**src/rtl/id_ex_pipe_reg.sv**
```systemverilog
// ID/EX pipeline register with hold, flush and pause handling.
// Also keeps wrap-around performance counters for bubbles, flushes and holds.
module id_ex_pipe_reg #(
  parameter int XLEN  = 32,
  parameter int CNT_W = 32
) (
  input  logic             clk,
  input  logic             rst,
  input  logic             hold,
  input  logic             flush,
  input  logic             pause,
  input  logic             id_valid,
  input  logic [XLEN-1:0]  id_pc,
  input  logic [XLEN-1:0]  id_rs1_data,
  input  logic [XLEN-1:0]  id_rs2_data,
  input  logic [XLEN-1:0]  id_imm,
  input  logic [4:0]       id_rs1_addr,
  input  logic [4:0]       id_rs2_addr,
  input  logic [4:0]       id_rd_addr,
  input  logic             id_reg_write,
  input  logic [3:0]       id_alu_op,
  input  logic [2:0]       id_load_ram_flag,
  input  logic [1:0]       id_store_ram_flag,
  input  logic [2:0]       id_branch_flag,
  output logic             ex_valid,
  output logic [XLEN-1:0]  ex_pc,
  output logic [XLEN-1:0]  ex_rs1_data,
  output logic [XLEN-1:0]  ex_rs2_data,
  output logic [XLEN-1:0]  ex_imm,
  output logic [4:0]       ex_rs1_addr,
  output logic [4:0]       ex_rs2_addr,
  output logic [4:0]       ex_rd_addr,
  output logic             ex_reg_write,
  output logic [3:0]       ex_alu_op,
  output logic [2:0]       ex_load_ram_flag,
  output logic [1:0]       ex_store_ram_flag,
  output logic [2:0]       ex_branch_flag,
  output logic [CNT_W-1:0] bubble_cnt,
  output logic [CNT_W-1:0] flush_cnt,
  output logic [CNT_W-1:0] hold_cnt
);

  typedef struct packed {
    logic            valid;
    logic [XLEN-1:0] pc;
    logic [XLEN-1:0] rs1_data;
    logic [XLEN-1:0] rs2_data;
    logic [XLEN-1:0] imm;
    logic [4:0]      rs1_addr;
    logic [4:0]      rs2_addr;
    logic [4:0]      rd_addr;
    logic            reg_write;
    logic [3:0]      alu_op;
    logic [2:0]      load_ram_flag;
    logic [1:0]      store_ram_flag;
    logic [2:0]      branch_flag;
  } ex_fields_t;

  ex_fields_t       ex_r, ex_nxt_s, id_fields_s;
  logic [CNT_W-1:0] bubble_cnt_r, bubble_cnt_nxt_s;
  logic [CNT_W-1:0] flush_cnt_r, flush_cnt_nxt_s;
  logic [CNT_W-1:0] hold_cnt_r, hold_cnt_nxt_s;

  // Assemble ID fields; a dead slot must never look like a load, store or write
  always_comb begin
    id_fields_s                = '0;
    id_fields_s.valid          = id_valid;
    id_fields_s.pc             = id_pc;
    id_fields_s.rs1_data       = id_rs1_data;
    id_fields_s.rs2_data       = id_rs2_data;
    id_fields_s.imm            = id_imm;
    id_fields_s.rs1_addr       = id_rs1_addr;
    id_fields_s.rs2_addr       = id_rs2_addr;
    id_fields_s.rd_addr        = id_rd_addr;
    id_fields_s.alu_op         = id_alu_op;
    if (id_valid) begin
      id_fields_s.reg_write      = id_reg_write;
      id_fields_s.load_ram_flag  = id_load_ram_flag;
      id_fields_s.store_ram_flag = id_store_ram_flag;
      id_fields_s.branch_flag    = id_branch_flag;
    end else begin
      id_fields_s.reg_write      = 1'b0;
      id_fields_s.load_ram_flag  = 3'b000;
      id_fields_s.store_ram_flag = 2'b00;
      id_fields_s.branch_flag    = 3'b000;
    end
  end

  // Next-state selection: hold beats flush beats pause beats capture
  always_comb begin
    ex_nxt_s         = ex_r;
    bubble_cnt_nxt_s = bubble_cnt_r;
    flush_cnt_nxt_s  = flush_cnt_r;
    hold_cnt_nxt_s   = hold_cnt_r;
    if (hold) begin
      hold_cnt_nxt_s = hold_cnt_r + CNT_W'(1);
    end else if (flush) begin
      ex_nxt_s        = '0;
      flush_cnt_nxt_s = flush_cnt_r + CNT_W'(1);
    end else if (pause) begin
      ex_nxt_s         = '0;
      bubble_cnt_nxt_s = bubble_cnt_r + CNT_W'(1);
    end else begin
      ex_nxt_s = id_fields_s;
    end
  end

  // State register with synchronous reset
  always_ff @(posedge clk) begin
    if (rst) begin
      ex_r         <= '0;
      bubble_cnt_r <= '0;
      flush_cnt_r  <= '0;
      hold_cnt_r   <= '0;
    end else begin
      ex_r         <= ex_nxt_s;
      bubble_cnt_r <= bubble_cnt_nxt_s;
      flush_cnt_r  <= flush_cnt_nxt_s;
      hold_cnt_r   <= hold_cnt_nxt_s;
    end
  end

  assign ex_valid          = ex_r.valid;
  assign ex_pc             = ex_r.pc;
  assign ex_rs1_data       = ex_r.rs1_data;
  assign ex_rs2_data       = ex_r.rs2_data;
  assign ex_imm            = ex_r.imm;
  assign ex_rs1_addr       = ex_r.rs1_addr;
  assign ex_rs2_addr       = ex_r.rs2_addr;
  assign ex_rd_addr        = ex_r.rd_addr;
  assign ex_reg_write      = ex_r.reg_write;
  assign ex_alu_op         = ex_r.alu_op;
  assign ex_load_ram_flag  = ex_r.load_ram_flag;
  assign ex_store_ram_flag = ex_r.store_ram_flag;
  assign ex_branch_flag    = ex_r.branch_flag;
  assign bubble_cnt        = bubble_cnt_r;
  assign flush_cnt         = flush_cnt_r;
  assign hold_cnt          = hold_cnt_r;

endmodule

```
**config.mk**
```make
export PLATFORM = sky130hd
export DESIGN_NAME = id_ex_pipe_reg
export DESIGN_NICKNAME = d
export VERILOG_FILES = /design/src/rtl/id_ex_pipe_reg.sv
export SDC_FILE = /design/constraint.sdc
export NUM_CORES = 1
export LEC_CHECK = 0
export CAP_MARGIN = 40
export CORE_AREA = 2 2 160 162
export CTS_BUF_LIST = sky130_fd_sc_hd__clkbuf_16
export CTS_CLUSTER_DIAMETER = 120
export DETAILED_ROUTE_END_ITERATION = 6
export DIE_AREA = 0 0 162 164
export GPL_TIMING_DRIVEN = 0
export HOLD_SLACK_MARGIN = 0.05
export PLACE_DENSITY_LB_ADDON = 0.12
export SETUP_SLACK_MARGIN = 0.5
export SLEW_MARGIN = 20
export SYNTH_ARGS = -nofsm -noshare
export SYNTH_HDL_FRONTEND = slang
export SYNTH_SLANG_ARGS = --single-unit
```
**constraint.sdc**
```tcl
create_clock -name clk -period 2.7 [get_ports clk]
set_input_delay 0.54 -clock clk [delete_from_list [all_inputs] [get_ports clk]]
set_output_delay 0.54 -clock clk [all_outputs]
set_load 0.05 [all_outputs]
```
==> results of run 1 <==
flip-flops by register name, summed over array words and instances, names as in the netlist:
signal	cells
flush_cnt	32
ex_alu_op	4
ex_load_ram_flag	3
ex_imm	32
ex_store_ram_flag	2
bubble_cnt	32
ex_rs2_addr	5
ex_reg_write	1
ex_rs1_addr	5
ex_rs2_data	32
ex_rs1_data	32
ex_valid	1
ex_rd_addr	5
hold_cnt	32
ex_pc	32
ex_branch_flag	3
cell usage after synthesis (2+ instances only):
| cell | instances | area share |
|---|---|---|
| and4_1 | 10 | 0.0093 |
| inv_1 | 12 | 0.0048 |
| nand3_1 | 31 | 0.016 |
| and2_1 | 3 | 0.0020 |
| nand4_1 | 31 | 0.021 |
| a22oi_1 | 156 | 0.12 |
| ha_1 | 3 | 0.0040 |
| dfxtp_1 | 253 | 0.54 |
| a21oi_1 | 9 | 0.0048 |
| nor3_1 | 21 | 0.011 |
| xnor2_1 | 45 | 0.042 |
| nor4_1 | 17 | 0.011 |
| nand2_1 | 33 | 0.013 |
| nor2b_1 | 4 | 0.0026 |
| o21ai_0 | 6 | 0.0032 |
| xor2_1 | 38 | 0.035 |
| buf_2 | 2 | 0.0011 |
| and3_1 | 8 | 0.0053 |
| or3_1 | 7 | 0.0046 |
| buf_1 | 11 | 0.0044 |
| nor2_1 | 251 | 0.10 |
| clkbuf_1 | 57 | 0.023 |
| nor4_2 | 3 | 0.0040 |
| mux2i_1 | 3 | 0.0032 |
layout make-up:
type                            instances  area [um2]
Fill cell                            2325       10200
Sequential cell                       253        5080
Multi-Input combinational cell        693        4140
Timing Repair Buffer                  419        3860
Clock buffer                           29         726
Tap cell                              330         413
Buffer                                 70         287
Clock inverter                         20        77.6
Inverter                               12        45.0
Antenna cell                            6        15.0
worst reg2reg max path: cells and delay by family (launching register included):
| family | cells | cell delay, ps |
|---|---|---|
| compound gates | 1 | 140 |
| fa+ha+maj | 1 | 210 |
| flops | 1 | 390 |
| simple gates | 4 | 1270 |
metrics by stage:
stage | worst slack (ps) | util
2_1_floorplan | 473 | -
3_3_place_gp | -269 | 0.565
3_5_place_dp | -286 | 0.565
4_1_cts | 435 | 0.586
5_1_grt | 457 | 0.590
6_report | 546 | 0.590
cell families after synthesis:
| group | count (synthesis) | synth area share |
|---|---|---|
| compound gates | 173 | 0.134 |
| mux | 5 | 0.00596 |
| fa+ha+maj | 3 | 0.00397 |
| simple gates | 429 | 0.211 |
| buf+inv | 82 | 0.0328 |
| xor+xnor | 83 | 0.0769 |
| flops | 253 | 0.536 |
metal layers:
metal | track usage | wire [um] | vias up | share of wire
met1 | 0.299 | 14000 | 4423 | 0.41
met5 | 0 | 0 | - | 0
li1 | - | - | 4517 | -
met2 | 0.401 | 16200 | 328 | 0.48
met4 | 0.0961 | 1090 | 0 | 0.032
met3 | 0.0707 | 2830 | 62 | 0.083
power breakdown:
part / internal (mW) / total [mW] / switching, mW
combinational: 0.341 / 0.826 / 0.485
sequential: 3.80 / 3.83 / 0.0361
clock: 1.91 / 3.41 / 1.50
total: 6.04 / 8.06 / 2.02
worst max path at each step:
stage,end,cells past startpoint,start
after floorplan,bubble_cnt[31],5,bubble_cnt[2]
after global placement,hold_cnt[28],7,hold
after detailed placement,hold_cnt[29],8,hold
after CTS,bubble_cnt[31],6,hold
after global routing,ex_pc[27],6,hold
final,flush_cnt[21],1,flush_cnt[21]
repair_timing:
| action | in CTS | in global routing |
|---|---|---|
| pin swaps | 0 | 2 |
| gates resized for setup | 261 | 26 |
| setup buffers | 0 | 3 |
| hold buffers | 0 | 0 |
| endpoints found under the setup margin | 461 | 106 |
==> impl_metrics.py, run 1 <==
metrics = {
    "sta": {
        "worst_clock_skew_ps": 11.2,
        "fin_crit_ps": 2150,
        "maxSlewViolCount": 0,
        "rsz0062_at_grt": "yes",
        "fmax_mhz": 464,
        "setup_viol": 0,
        "finalHoldViolations": 0,
        "final.setup.tns_ps": 0,
        "tightest_slew_ps": 836,
        "period_share": 0.798,
        "relSlewSlack": 0.443,
        "hold_ws_ps": 494,
    },
    "power": {
        "power_density_nw_per_um2": 551,
        "power.leakage_nw": 6.44,
        "power_mw": 8.06,
        "peakVddDrop_v": 0.000444,
    },
    "run": {
        "maxCapViolCount": 0,
    },
    "drt": {
        "wire_per_inst_um": 18.6,
        "via_per_inst": 5.09,
        "post-route-drc-count": 0,
        "drt_iter0_markers": 518,
        "wirelength_um": 34100,
        "firstDrtPassIters": 5,
        "num_vias": 9330,
        "antenna_left": 0,
    },
    "grt": {
        "grt_pass1_vias": 8876,
        "grt_max_degree": 14,
        "overflow": 0,
        "antenna_found_initial": 3,
        "grt_pass1_wl_um": 50500,
        "track_usage": 0.243,
    },
    "critical_path": {
        "cp_max_fo": 7,
        "r2r-end": "bubble_cnt[30]",
        "start_kind": "register",
        "path_class": "register to output pin",
        "path_buf_inv": 1,
        "path_cells": "dlygate4sd2_1",
        "cp.arrival_ps": 1610,
        "crit_path_top_delay_cell": "dlygate4sd2_1",
        "reg2reg_from": "bubble_cnt[0]",
        "crit_required_ps": 2160,
        "cp-end-kind": "output pin",
        "crit_path_max_incr_delay_ps": 580,
        "r2r_setup_slack_ps": 610,
        "crit_family": "buffers and inverters",
        "rr_worst_depth": 6,
    },
    "placed_design": {
        "dpl_cell_area_um2": 14000,
        "place_congestion": 0.844,
        "dp_cells": 1773,
        "io_buffers": 414,
        "dpl.hpwl_um": 25700,
    },
    "cts": {
        "cts_max_level": 1,
        "clock_latency_ps": 540,
        "clock_sinks": 253,
        "numCtsBuffers": 28,
        "cts_max_path_buffers": 3,
        "cts_root_buf": "clkbuf_16",
        "clk_pin_slew_worst_paths_ps": 60,
        "cts_tree": "done",
    },
    "die": {
        "die_w_um": 162,
        "dieHeight_um": 164,
        "row_count": 58,
        "dieArea_um2": 26600,
        "coreArea_um2": 24800,
        "initial_core_util": 0.381,
        "ios": 415,
    },
    "synth": {
        "seq_area_frac_synth": 0.536,
        "yosysWarnings": 0,
        "synth_cell_types": 38,
        "synth_fp_nets": 1193,
        "syn_area_per_cell_um2": 9.20,
        "synth_edf_count": 0,
        "synthArstFlopShare": 0,
        "synth_seq_cells": 253,
        "synthCells": 1028,
        "synth_flop_cell": "dfxtp_1",
        "synth_area_um2": 9450,
    },
    "final_layout": {
        "areaGrowthSynthToFinish_pct": 54.9,
        "fin_area_um2": 14600,
        "final_cells": 1832,
        "nets": 1642,
        "drive_gt1_frac": 0.0515,
        "final_common_cell": "dlygate4sd2_1",
        "layout_common_cells": "253 x dlygate4sd2_1, 251 x nor2_1, 243 x dfxtp_1, 161 x clkdlybuf4s50_1, 156 x a22oi_1",
    },
    "worst_hold_path": {
        "holdCritPathClass": "register to register",
        "hold_depth": 2,
        "whs_endpoint": "ex_valid",
        "hold_path_startpoint": "ex_valid",
    },
    "run_status": {
        "status": "completed",
    },
}
(Power assumes the default switching activity.)
==> inputs of run 2 (changes only) <==
Clock period 2.7 ns to 2.07 ns, I/O delays scaled along.
==> run 2 against run 1 <==
Effect of this change: register-to-register slack got worse by 460 ps; worst hold slack about the same; non-clock buffer count increased by 72; total power increased by 33%; via count increased by 3.8%; combinational power increased by 37%; first-iteration DRC count increased by 7.7%; flip-flop and latch count unchanged; routed wire length increased by 4.8%; critical path depth increased by 4; critical endpoint is now bubble_cnt[28]; utilization increased by 6.0 points.
==> impl_metrics.py, run 2 (same netlist as run 1, synthesis figures left out) <==
metrics = {
    "cts": {
        "cts_root_buf": "clkbuf_16",
        "cts_tree": "done",
        "clk_pin_slew_worst_paths_ps": 60,
        "cts_max_path_buffers": 3,
        "clock_sinks": 253,
        "numCtsBuffers": 29,
        "cts_max_level": 1,
        "cts_hold_buffers": 0,
        "clock_latency_ps": 530,
    },
    "final_layout": {
        "fin_area_um2": 16100,
        "final_common_cell": "nor2_1",
        "areaGrowthSynthToFinish_pct": 70.6,
        "utilization": 0.650,
        "final_cells": 1903,
        "layout_common_cells": "250 x nor2_1, 175 x buf_4, 165 x dfxtp_1, 158 x clkdlybuf4s50_1, 156 x a22oi_1",
        "drive_gt1_frac": 0.378,
        "nets": 1715,
    },
    "power": {
        "power_mw": 10.7,
        "peakVddDrop_v": 0.000614,
        "power_density_nw_per_um2": 663,
        "power.leakage_nw": 6.84,
    },
    "sta": {
        "maxSlewViolCount": 0,
        "layout_setup_ws_ps": 145,
        "final.setup.tns_ps": 0,
        "period_share": 0.930,
        "relSlewSlack": 0.525,
        "tightest_slew_ps": 712,
        "fin_crit_ps": 1920,
        "worst_clock_skew_ps": 8.08,
        "rsz0062_at_grt": "yes",
        "setup_viol": 0,
        "fmax_mhz": 520,
        "finalHoldViolations": 0,
        "hold_ws_ps": 494,
    },
    "grt": {
        "overflow": 0,
        "grt_pass1_wl_um": 52500,
        "antenna_found_initial": 1,
        "grt_pass1_vias": 9235,
        "grt_max_degree": 15,
        "track_usage": 0.251,
    },
    "placed_design": {
        "dpl_cell_area_um2": 14600,
        "dp_cells": 1772,
        "place_congestion": 0.835,
        "dpl.hpwl_um": 25800,
        "io_buffers": 414,
        "place_ws_ps": -757,
    },
    "die": {
        "ios": 415,
        "dieArea_um2": 26600,
        "die_w_um": 162,
        "coreArea_um2": 24800,
        "initial_core_util": 0.381,
        "row_count": 58,
        "dieHeight_um": 164,
    },
    "drt": {
        "wirelength_um": 35800,
        "via_per_inst": 5.09,
        "wire_per_inst_um": 18.8,
        "num_vias": 9685,
        "antenna_left": 0,
        "drt_iter0_markers": 558,
        "firstDrtPassIters": 5,
        "post-route-drc-count": 0,
    },
    "critical_path": {
        "cp-end-kind": "register",
        "path_class": "register to register",
        "start_kind": "register",
        "cp.arrival_ps": 2370,
        "cp_max_fo": 6,
        "crit_required_ps": 2510,
    },
    "worst_hold_path": {
        "holdCritPathClass": "primary input to register",
    },
    "run_status": {
        "status": "completed",
    },
    "run": {
        "maxCapViolCount": 0,
    },
}
run 2: cell count changes in the layout (fill, tap and decap cells not counted), sizes merged:
| cell | delta |
|---|---|
| diode | -5 |
| buf | +247 |
| dlygate4sd2 | -249 |
| inv | +5 |
| clkinv | -2 |
| clkdlybuf4s50 | -3 |
| clkbuf | +78 |
run 2: repair_timing:
action / 4_1_cts / 5_1_grt
gates cloned: 0 / 3
gates resized for setup: 903 / 738
pin swaps: 18 / 46
setup endpoints to repair: 501 / 397
setup buffers: 27 / 47
run 2: critical path, cell delays in order, from the launching register on:
cell     delay [ps]
dfxtp_4         350
and4_4          260
nand4_4         140
or4_4           580
or3_1           330
a21oi_1         170
run 2: worst paths after layout:
check	slack, ps	startpoint	depth (start not counted)	endpoint
max	150	bubble_cnt[15]	5	bubble_cnt[28]
min	490	id_rs2_addr[3]	3	ex_rs2_addr[3]
min reg2reg	500	ex_valid	2	ex_valid
max reg2reg	150	bubble_cnt[15]	5	bubble_cnt[28]
run 2: power by group:
part / total (mW) / leakage, nW / switching (mW) / internal, mW
Combinational: 1.13 / 4.27 / 0.641 / 0.492
Clock: 4.62 / 0.463 / 2.02 / 2.60
Sequential: 4.94 / 2.11 / 0.0549 / 4.88
Total: 10.7 / 6.84 / 2.71 / 7.98
run 2: layout make-up:
class	count	area [um2]
flip-flops and latches	253	5320
multi-input cells	693	4740
well taps	330	413
repair buffers	491	4380
inverters	12	45.0
clock buffers	30	751
fillers	2141	8690
diodes	1	2.50
clock inverters	23	105
plain buffers	70	383
run 2: metal layers:
| layer | up-vias | track usage | share of wire |
|---|---|---|---|
| met1 | 4628 | 0.303 | 0.40 |
| met5 | - | 0 | 0 |
| li1 | 4666 | - | - |
| met3 | 76 | 0.0730 | 0.073 |
| met2 | 315 | 0.428 | 0.50 |
| met4 | 0 | 0.0837 | 0.035 |
==> inputs of run 3 (changes only) <==
Settings changed: CORE_AREA 2 2 160 162 to 2 2 162 164, DIE_AREA 0 0 162 164 to 0 0 164 166, GPL_ROUTABILITY_DRIVEN from default to 0.
==> run 3 against run 2 <==
Effect of this change: clock skew shrank 0.99 ps; largest cell class unchanged; critical path type unchanged; final cell count is 0.74% lower; first-iteration DRC count grew 2.5%; via count shrank 0.84%; register-to-register slack got worse by 80 ps; flip-flop and latch count is the same; critical path depth up 1; die area rose by 2.5%; final area down 2.9%; utilization decreased by 3.8 points; clock-buffer cell count shrank 1; sequential power about the same.
==> impl_metrics.py, run 3 (same netlist as run 1, synthesis figures left out) <==
metrics = {
    "run_status": {
        "status": "completed",
    },
    "sta": {
        "rsz0062_at_grt": "yes",
        "period_share": 0.971,
        "tightest_slew_ps": 801,
        "layout_setup_ws_ps": 61.1,
        "fin_crit_ps": 2010,
        "maxSlewViolCount": 0,
        "relSlewSlack": 0.466,
        "worst_clock_skew_ps": 7.09,
        "fmax_mhz": 498,
        "finalHoldViolations": 0,
        "setup_viol": 0,
    },
    "critical_path": {
        "path_cells": "and4_4 > nand4_4 > buf_6 > or4_4 > or3_4 > a21oi_2",
        "cp.arrival_ps": 2470,
        "crit_path_top_delay_cell": "or4_4",
        "cp_max_fo": 6,
        "cp-end-kind": "register",
        "worstSetupPathDepth": 6,
        "crit_family": "simple AND/OR/NAND/NOR gates",
        "path_class": "register to register",
        "path_buf_inv": 1,
        "crit_required_ps": 2530,
        "start_kind": "register",
        "crit_path_max_incr_delay_ps": 570,
        "rr_worst_depth": 6,
    },
    "drt": {
        "antenna_left": 0,
        "via_per_inst": 5.08,
        "wirelength_um": 35300,
        "firstDrtPassIters": 5,
        "post-route-drc-count": 0,
        "drt_iter0_markers": 572,
        "wire_per_inst_um": 18.7,
        "num_vias": 9604,
    },
    "cts": {
        "cts_tree": "done",
        "cts_max_level": 1,
        "clk_pin_slew_worst_paths_ps": 60,
        "numCtsBuffers": 28,
        "cts_max_path_buffers": 3,
        "cts_root_buf": "clkbuf_16",
        "clock_sinks": 253,
        "clock_latency_ps": 540,
        "cts_hold_buffers": 0,
    },
    "placed_design": {
        "io_buffers": 414,
        "dpl.hpwl_um": 25800,
        "place_ws_ps": -752,
        "dp_cells": 1777,
        "dpl_cell_area_um2": 14600,
    },
    "grt": {
        "grt_max_degree": 14,
        "track_usage": 0.249,
        "antenna_found_initial": 2,
        "grt_pass1_wl_um": 53500,
        "overflow": 0,
        "grt_pass1_vias": 9384,
    },
    "die": {
        "dieArea_um2": 27200,
        "row_count": 59,
        "dieHeight_um": 166,
        "coreArea_um2": 25600,
        "die_w_um": 164,
        "ios": 415,
        "initial_core_util": 0.369,
    },
    "power": {
        "power.leakage_nw": 6.56,
        "peakVddDrop_v": 0.000622,
        "power_density_nw_per_um2": 673,
    },
    "final_layout": {
        "final_common_cell": "nor2_1",
        "fin_area_um2": 15700,
        "utilization": 0.612,
        "drive_gt1_frac": 0.350,
        "final_cells": 1889,
        "seqCellArea_um2": 5310,
        "nets": 1695,
        "layout_common_cells": "250 x nor2_1, 169 x dfxtp_1, 158 x clkdlybuf4s50_1, 156 x a22oi_1, 148 x buf_4",
        "areaGrowthSynthToFinish_pct": 65.8,
        "multiInputGateArea_um2": 4650,
        "fillers": 2274,
    },
    "worst_hold_path": {
        "hold_depth": 4,
        "holdCritPathClass": "primary input to register",
    },
    "run": {
        "maxCapViolCount": 0,
    },
}
[run 3: final cells by class]
type,count,share of cell area
Clock buffer,29,0.0463
Timing Repair Buffer,472,0.258
Inverter,12,0.00287
Antenna cell,2,0.000319
Clock inverter,23,0.00575
Multi-Input combinational cell,693,0.296
Buffer,70,0.0251
Sequential cell,253,0.338
Tap cell,335,0.0267
[run 3: worst paths after layout]
kind,from,endpoint,slack (ps)
min,flush,flush_cnt[0],460
max,bubble_cnt[12],bubble_cnt[28],60
max reg2reg,bubble_cnt[12],bubble_cnt[28],60
min reg2reg,ex_valid,ex_valid,500
[run 3: where the power goes]
part	leakage (nW)	switching (mW)	total, mW	internal, mW
logic	4.01	0.640	1.12	0.483
clock network	0.444	2.00	4.49	2.50
registers	2.11	0.0519	4.94	4.89
[run 3: stage by stage]
step	total power [mW]	hold WS (ps)	TNS (ps)
CTS	10.6	466	0
global route	10.9	461	0
global placement	6.17	479	-138410
floorplan	5.58	558	0
detailed placement	6.18	490	-156360
finish	10.6	456	0
[run 3: per-layer routing]
layer / track usage / vias to the layer above / routed length (um)
li1: - / 4629 / -
met1: 0.297 / 4591 / 14000
met2: 0.417 / 302 / 17100
met3: 0.0732 / 82 / 2670
met4: 0.100 / 0 / 1480
met5: 0 / - / 0
[run 3: repair_timing]
item,in CTS,in global routing
resized for setup,714,783
setup buffers,21,35
cloned,0,1
pin swaps,11,27
setup endpoints to repair,502,337
[run 3: tightest hold or removal path, cell delays in order]
cell,delay [ps]
clkbuf_2,140
nor2b_1,210
xnor2_1,150
nor2_1,40
